File: config.mk
export PLATFORM = sky130hd
export DESIGN_NAME = imem_load_arb
export DESIGN_NICKNAME = d
export VERILOG_FILES = /design/src/rtl/imem_load_arb.sv
export SDC_FILE = /design/constraint.sdc
export NUM_CORES = 1
export LEC_CHECK = 0
export ABC_AREA = 1
export BUFFER_PORTS_ARGS = -buffer_cell sky130_fd_sc_hd__buf_2
export CORE_MARGIN = 5
export CORE_UTILIZATION = 30
export CTS_CLUSTER_DIAMETER = 200
export DETAILED_ROUTE_END_ITERATION = 10
export PLACE_DENSITY = 0.77
export REMOVE_ABC_BUFFERS = 1
export SYNTH_ARGS = -nofsm -noshare
export SYNTH_HDL_FRONTEND = slang
export SYNTH_SLANG_ARGS = --single-unit
File: constraint.sdc
create_clock -name i_clk -period 1.8 [get_ports i_clk]
set_input_delay 0.09 -clock i_clk [delete_from_list [all_inputs] [get_ports i_clk]]
set_output_delay 0.09 -clock i_clk [all_outputs]
set_load 0.01 [all_outputs]
File: src/rtl/imem_load_arb.sv
// Shares the instruction-memory port between the IF stage and an external program loader.
// Loader sessions stall the core, drain the pipeline, write the image, then flush and resume.
module imem_load_arb #(
  parameter int N            = 2048,
  parameter int DRAIN_CYCLES = 4
) (
  input  logic        i_clk,
  input  logic        i_reset,
  input  logic [31:0] i_fetch_addr,
  output logic [31:0] o_fetch_inst,
  output logic        o_fetch_valid,
  output logic        o_core_stall,
  output logic        o_flush,
  input  logic        i_ld_req,
  output logic        o_ld_grant,
  input  logic        i_ld_valid,
  output logic        o_ld_ready,
  input  logic [31:0] i_ld_addr,
  input  logic [31:0] i_ld_wdata,
  output logic [31:0] o_mem_addr,
  output logic [31:0] o_mem_wdata,
  output logic        o_mem_we,
  input  logic [31:0] i_mem_rdata,
  output logic        o_ld_err,
  output logic [15:0] o_ld_count
);

  typedef enum logic [1:0] {RUN, DRAIN, LOAD, FLUSH} state_t;

  localparam logic [31:0] NOP = 32'h0000_0013;
  localparam int CW = (DRAIN_CYCLES > 1) ? $clog2(DRAIN_CYCLES) : 1;
  localparam logic [CW-1:0] DRAIN_LAST = CW'(DRAIN_CYCLES - 1);

  state_t        state, state_nxt;
  logic [CW-1:0] drain_cnt;
  logic          beat_accept;
  logic          beat_ok;

  // A beat is writable only if word-aligned and inside the memory.
  assign beat_ok     = (i_ld_addr[1:0] == 2'b00) && ({2'b00, i_ld_addr[31:2]} < 32'(N));
  assign beat_accept = (state == LOAD) && i_ld_valid && i_ld_req;

  // NOTE: every output and the next state get a default before the case, so no path leaves one unassigned and no latch is inferred.
  always_comb begin
    state_nxt     = state;
    o_mem_addr    = i_fetch_addr;
    o_mem_wdata   = i_ld_wdata;
    o_mem_we      = 1'b0;
    o_fetch_inst  = NOP;
    o_fetch_valid = 1'b0;
    o_core_stall  = 1'b1;
    o_flush       = 1'b0;
    o_ld_grant    = 1'b0;
    o_ld_ready    = 1'b0;
    case (state)
      RUN: begin
        o_fetch_inst  = i_mem_rdata;
        o_fetch_valid = 1'b1;
        o_core_stall  = 1'b0;
        if (i_ld_req) state_nxt = DRAIN;
      end
      DRAIN: begin
        if (drain_cnt == DRAIN_LAST) state_nxt = LOAD;
      end
      LOAD: begin
        o_ld_grant = 1'b1;
        o_ld_ready = i_ld_req;
        o_mem_addr = i_ld_addr;
        o_mem_we   = beat_accept && beat_ok && !i_reset;
        if (!i_ld_req) state_nxt = FLUSH;
      end
      FLUSH: begin
        o_flush   = 1'b1;
        state_nxt = RUN;
      end
      default: state_nxt = RUN;
    endcase
  end

  // NOTE: sequential state uses non-blocking assignments so every register samples pre-edge values.
  always_ff @(posedge i_clk) begin
    if (i_reset) begin
      state      <= RUN;
      drain_cnt  <= '0;
      o_ld_err   <= 1'b0;
      o_ld_count <= '0;
    end else begin
      state <= state_nxt;
      case (state)
        RUN: begin
          if (i_ld_req) begin
            drain_cnt <= '0;
            o_ld_err  <= 1'b0;
          end
        end
        DRAIN: begin
          if (drain_cnt == DRAIN_LAST) begin
            drain_cnt  <= '0;
            o_ld_count <= '0;
          end else begin
            drain_cnt <= drain_cnt + 1'b1;
          end
        end
        LOAD: begin
          if (o_mem_we && (o_ld_count != 16'hFFFF)) o_ld_count <= o_ld_count + 16'd1;
          if (beat_accept && !beat_ok) o_ld_err <= 1'b1;
        end
        default: ;
      endcase
    end
  end

endmodule

==> summary.txt, run 1 <==
Flow run
  • Maxcap violations: 0

Logic synthesis
  • Mapped Area: 0.00258 sq mm
  • Synth Instances: 437
  • #FFs+latches synth: 21
  • Post-synthesis sequential area ratio: 0.163
  • Distinct cells, synth: 30
  • Avg Inst Size Synth: 5.92 sq um
  • Yosys warns: 0

Drt
  • Vias per cell: 4.58
  • Routed len/inst: 20.5 um
  • ANT nets after route: 0
  • Total wire length: 14.4 mm
  • Initial DRT Pass Iterations: 4
  • Routed via count: 3,217
  • Iter 0 DRT Violations: 125
  • DRC: 0

Die
  • Die H: 103 um
  • Top-level port count: 251
  • Core Rows: 33
  • Die width: 103 um
  • Full die area: 0.0106 sq mm
  • Initial Util: 0.311
  • Core Region: 0.00830 sq mm

Worst setup path
  • Delay of the slowest critical-path stage: 360 ps
  • Startpoint Class: flop
  • Critical path's most frequent cell: nand2_1
  • Critical path cell sequence: inv_1 -> ha_1 -> buf_4 -> inv_6 -> buf_12 -> nand2_1 -> nand2_1 -> buf_2
  • Crit path buf inv count: 5
  • CP max stage cell: dfxtp_2
  • CP required: 1710 ps
  • Crit path kind: flop to primary output
  • Worst Path Max Fanout: 14
  • Flop-to-flop setup slack: 190 ps
  • WP data arrival: 1650 ps
  • Delay-heaviest family, CP: buffers and inverters
  • CP endpoint kind: primary output

Clock tree
  • Total CTS buffers: 3
  • Setup Buffers After CTS: 0
  • Hold buffers post-CTS: 0
  • Clk sinks: 21
  • Clk slew on worst S/H paths: 80 ps
  • H-tree levels: 1
  • Worst-Skew Late Latency: 270 ps
  • Maximum clock insertion buffer count: 2
  • CTS tree: done
  • CTS root buf: clkbuf_8

Power and ir drop
  • VDD IR max: 0.519 mV
  • PD cells: 1070 mW/mm^2
  • Leak: 2.04 nW

Place
  • PortBufs: 186
  • Final Wtd Congestion: 0.907
  • Detail Placement HPWL: 12.6 mm

STA
  • Tightest Pin Transition: 294 ps
  • Worst clock skew: 0.680 ps
  • Final critical-path required period: 1740 ps
  • Slew Limit Fails: 0
  • Unrepaired setup endpoints after global routing: no
  • Max Clk Rate: 575 MHz
  • Slew margin rel.: 0.802
  • Final Hold Fails: 0
  • Worst hold margin: 181 ps
  • Setup-failing EPs final: 0
  • Fin crit share: 0.966

Global route
  • First-pass GRT wire length: 18.6 mm
  • Vias in the first global route: 2,759
  • Largest net degree at the start of global routing: 31
  • GRT Overall Usage: 0.251
  • Initial antenna violation count: 0
  • Global route overflow: 0

Cells and area
  • Antenna diodes: 0
  • Area Growth Syn to Fin: 37.4%
  • Share of the core filled with cells: 0.428
  • Nets@finish: 737
  • Share of layout cells above drive strength 1: 0.436
  • Fill cell count: 907

Min path
  • Worst Hold Class: input port to primary output

Run status
  • Status: complete, no violations
-- state kept, by name (all words and copies together) (netlist names) --
name and cells:
state 2, o_ld_err 1, o_ld_count 16, drain_cnt 2
-- cell usage after synthesis (all sizes together) --
library cell  count  share of area
nand2           159           0.24
inv              58          0.084
nor2             52          0.093
buf              41           0.12
nand3            41           0.12
dfxtp            21           0.16
a21oi            20          0.052
clkbuf            8          0.015
o21ai             8          0.015
ha                6          0.029
nand4             5          0.024
nor3              5         0.0097
xor2              5          0.017
or2               3         0.0073
o21bai            2         0.0058
xnor2             2         0.0068
a31oi             1         0.0024
-- cell type report --
type / instances / area, sq um / share of cell area
clock buffers: 4 / 45.0 / 0.0127
flip-flops and latches: 21 / 424 / 0.119
multi-input cells: 309 / 1590 / 0.449
inverters: 58 / 223 / 0.0627
well taps: 105 / 131 / 0.0370
repair buffers: 206 / 1130 / 0.319
-- path summary, 6_finish.rpt --
kind | startpoint | depth (start not counted) | end
worst min register to register | drain_cnt[0] | 2 | drain_cnt[0]
worst max-delay path | state[0] | 8 | o_mem_addr[24]
worst min-delay path | i_ld_wdata[19] | 0 | o_mem_wdata[19]
worst max register to register | state[0] | 9 | o_ld_count[6]
-- routing by layer --
layer	vias to the layer above	part of all wire	global-route usage
met4	2	0.030	0.0677
met2	189	0.53	0.481
met1	1380	0.26	0.200
met3	19	0.17	0.177
li1	1627	-	-
met5	-	0.0053	0.0529
-- metrics by stage --
stage,TNS [ps],instance area (sq um),instances,setup slack [ps],power [mW]
after floorplan,-15470,2230,388,-666,2.13
after global placement,0,3440,697,155,3.35
after detailed placement,0,3440,697,105,3.35
after CTS,-178,3520,702,-24.9,3.75
after global routing,0,3550,703,9.03,4.11
final,0,3550,703,61.7,3.80
-- worst register-to-register path: stages (launching register included) --
cell and delay, ps:
dfxtp_2 360, inv_1 60, ha_1 210, buf_4 170
inv_6 100, buf_16 190, nand2_2 100, buf_4 180
nand3_1 90, a21oi_1 60
-- timing repair --
item	CTS	global route
hold endpoints to repair	0	0
setup endpoints to repair	16	30
gates cloned	1	1
resized for setup	2	7
-- power by group --
group / internal (mW) / switching [mW] / total, mW
Sequential: 0.518 / 0.0384 / 0.557
Clock: 0.158 / 0.164 / 0.322
Combinational: 1.10 / 1.82 / 2.92
-- kinds of logic (layout without fill, tap and decap cells) --
| group | count (synthesis) | after routing | synth area share |
|---|---|---|---|
| simple gates | 265 | 265 | 0.487 |
| buf+inv | 107 | 268 | 0.222 |
| compound gates | 31 | 31 | 0.0755 |
| flops | 21 | 21 | 0.163 |
| xor+xnor | 7 | 7 | 0.0237 |
| fa+ha+maj | 6 | 6 | 0.0290 |
-- placed cells by master, fill, tap and decap left out, drive strengths merged --
master / n
nand3: 41
a21oi: 20
o21ai: 8
or2: 3
inv: 58
xor2: 5
buf: 205
nor3: 5
clkbuf: 5
dfxtp: 21
ha: 6
a31oi: 1
xnor2: 2
o21bai: 2
nand2: 159
nand4: 5
nor2: 52
Note: power is estimated with default switching activity, not from simulation.
==> run 2, diff against run 1 <==
clock period = 1.7 ns   (was 1.8 ns; I/O delays follow)
==> run 2 against run 1 <==
Against the previous run: non-clock buffer count increased by 4; register-to-register slack got worse by 80 ps; clock-buffer cell count did not move; critical path type unchanged; hold slack got worse by 15 ps; sequential share of layout area down 0.31 points; largest power group unchanged.
==> summary.txt, run 2 (synthesis results as in run 1) <==
STA
  • Slew margin rel.: 0.794 (-0.00772)
  • Final Hold Fails: 0 (unchanged)
  • Fin worst setup slack: 69.8 ps (+8.08 ps)
  • Setup-failing EPs final: 0 (unchanged)
  • Max Clk Rate: 613 MHz
  • Setup TNS: 0 ps (unchanged)
  • Final critical-path required period: 1630 ps
  • Tightest Pin Transition: 306 ps (+11.5 ps)
  • Slew Limit Fails: 0 (unchanged)
  • Worst hold margin: 166 ps (-15.0 ps)
  • Worst clock skew: 2.61 ps (+1.93 ps)
  • Unrepaired setup endpoints after global routing: yes
  • Fin crit share: 0.959

Clock tree
  • CTS tree: done
  • Worst-Skew Late Latency: 270 ps (about the same)
  • Hold buffers post-CTS: 0 (unchanged)
  • Clk slew on worst S/H paths: 80 ps (about the same)
  • H-tree levels: 1 (unchanged)
  • Total CTS buffers: 3 (unchanged)
  • Clk sinks: 21 (unchanged)
  • Maximum clock insertion buffer count: 2 (unchanged)
  • CTS root buf: clkbuf_8

Drt
  • Initial DRT Pass Iterations: 4 (unchanged)
  • DRC: 0 (unchanged)
  • Total wire length: 14.5 mm (+0.63%)
  • Iter 0 DRT Violations: 123 (-1.6%)
  • ANT nets after route: 0 (unchanged)
  • Vias per cell: 4.63 (+1.1%)
  • Routed via count: 3,271 (+1.7%)
  • Routed len/inst: 20.6 um (about the same)

Cells and area
  • Share of layout cells above drive strength 1: 0.445 (+0.00873)
  • Area Growth Syn to Fin: 41.1%
  • Antenna diodes: 0 (unchanged)
  • Max reg flops: 16 (unchanged)
  • Biggest regs: o_ld_count: 16 flops, drain_cnt: 2 flops, state: 2 flops
  • Fill cell count: 886 (-2.3%)
  • Commonest non-fill, non-tap cell in the layout: buf_2
  • Nets@finish: 741 (+0.54%)
  • Fin area: 0.00365 sq mm (+2.7%)
  • Largest Register: o_ld_count
  • Leading cell types in the layout, fill and taps excluded: 183 x buf_2, 155 x nand2_1, 55 x inv_1

Worst setup path
  • WP data arrival: 1550 ps (-100 ps)
  • R2R depth: 9 (unchanged)
  • R2r startpoint: state[0]
  • Critical path launch point: state[0]
  • R2r endpoint: o_ld_count[6]
  • Flop-to-flop setup slack: 110 ps (-80 ps)
  • Critical path endpoint: o_mem_addr[10]
  • CP endpoint kind: primary output
  • Crit path kind: flop to primary output
  • CP required: 1620 ps (-90 ps)
  • Worst Path Max Fanout: 9 (-5)
  • Startpoint Class: flop

Global route
  • First-pass GRT wire length: 19.0 mm (+2.3%)
  • Global route overflow: 0 (unchanged)
  • Largest net degree at the start of global routing: 31 (unchanged)
  • Initial antenna violation count: 0 (unchanged)
  • GRT Overall Usage: 0.255 (+0.00398)
  • Vias in the first global route: 2,796 (+1.3%)

Run status
  • Status: complete, no violations

Min path
  • Worst Hold Class: input port to flop
  • Worst hold stages: 4 (+4)

Place
  • Detail Placement HPWL: 12.7 mm (+1.1%)
  • Final Wtd Congestion: 0.928 (+2.3%)
  • DP Worst Slack: 114 ps (+9.10 ps)
  • PortBufs: 186 (unchanged)
  • Post-DP Area: 0.00349 sq mm (+1.4%)

Power and ir drop
  • Leak: 2.08 nW (+2.0%)
  • PD cells: 1160 mW/mm^2 (+8.2%)
  • VDD IR max: 0.596 mV (+15%)

Die
  • Top-level port count: 251 (unchanged)
  • Full die area: 0.0106 sq mm (unchanged)
  • Initial Util: 0.311 (unchanged)
  • Die H: 103 um (unchanged)
  • Core Rows: 33 (unchanged)
  • Core Region: 0.00830 sq mm (unchanged)
  • Die width: 103 um (unchanged)

Flow run
  • Maxcap violations: 0 (unchanged)
[run 2: how the worst min path moves through the flow]
stage | startpoint | to
after floorplan | i_reset | o_ld_count[10]
after global placement | i_ld_wdata[30] | o_mem_wdata[30]
after detailed placement | i_ld_wdata[30] | o_mem_wdata[30]
after CTS | i_reset | o_ld_err
after global routing | i_ld_wdata[24] | o_mem_wdata[24]
final | i_reset | o_ld_err
[run 2: layout make-up]
class,count,area (sq um),area share
well taps,105,131,0.0360
clock buffers,4,45.0,0.0123
flip-flops and latches,21,424,0.116
repair buffers,210,1210,0.332
inverters,58,225,0.0617
multi-input cells,309,1610,0.441
[run 2: critical path: stages, from the launching register on]
cell     delay (ps)
dfxtp_2         350
inv_2            40
ha_2            190
buf_6           140
inv_8           100
buf_12          130
buf_4           120
nand2_1          40
nand2_1          50
buf_2           120
[run 2: through the flow]
stage	cells	power, mW	utilization
after CTS	705	4.13	0.432
after detailed placement	700	3.66	0.420
final	707	4.22	0.439
after floorplan	388	2.25	-
after global routing	707	4.56	0.439
after global placement	700	3.64	0.420
[run 2: repair_timing]
| action | in CTS | in global routing |
|---|---|---|
| gates resized for setup | 12 | 11 |
| setup buffers | 0 | 1 |
| setup endpoints to repair | 32 | 52 |
| gates cloned | 1 | 1 |
[run 2: routing by layer]
metal  part of all wire  routed length [um]  global-route usage  up-vias
met5                  0                   0                   0        -
met4              0.011                 165              0.0369        0
met3               0.19                2730               0.197        8
met2               0.55                7970               0.502      219
met1               0.25                3670               0.199     1408
li1                   -                   -                   -     1636
[run 2: report_power, final]
part	switching, mW	internal (mW)
combinational	1.99	1.30
sequential	0.0341	0.548
clock	0.181	0.168
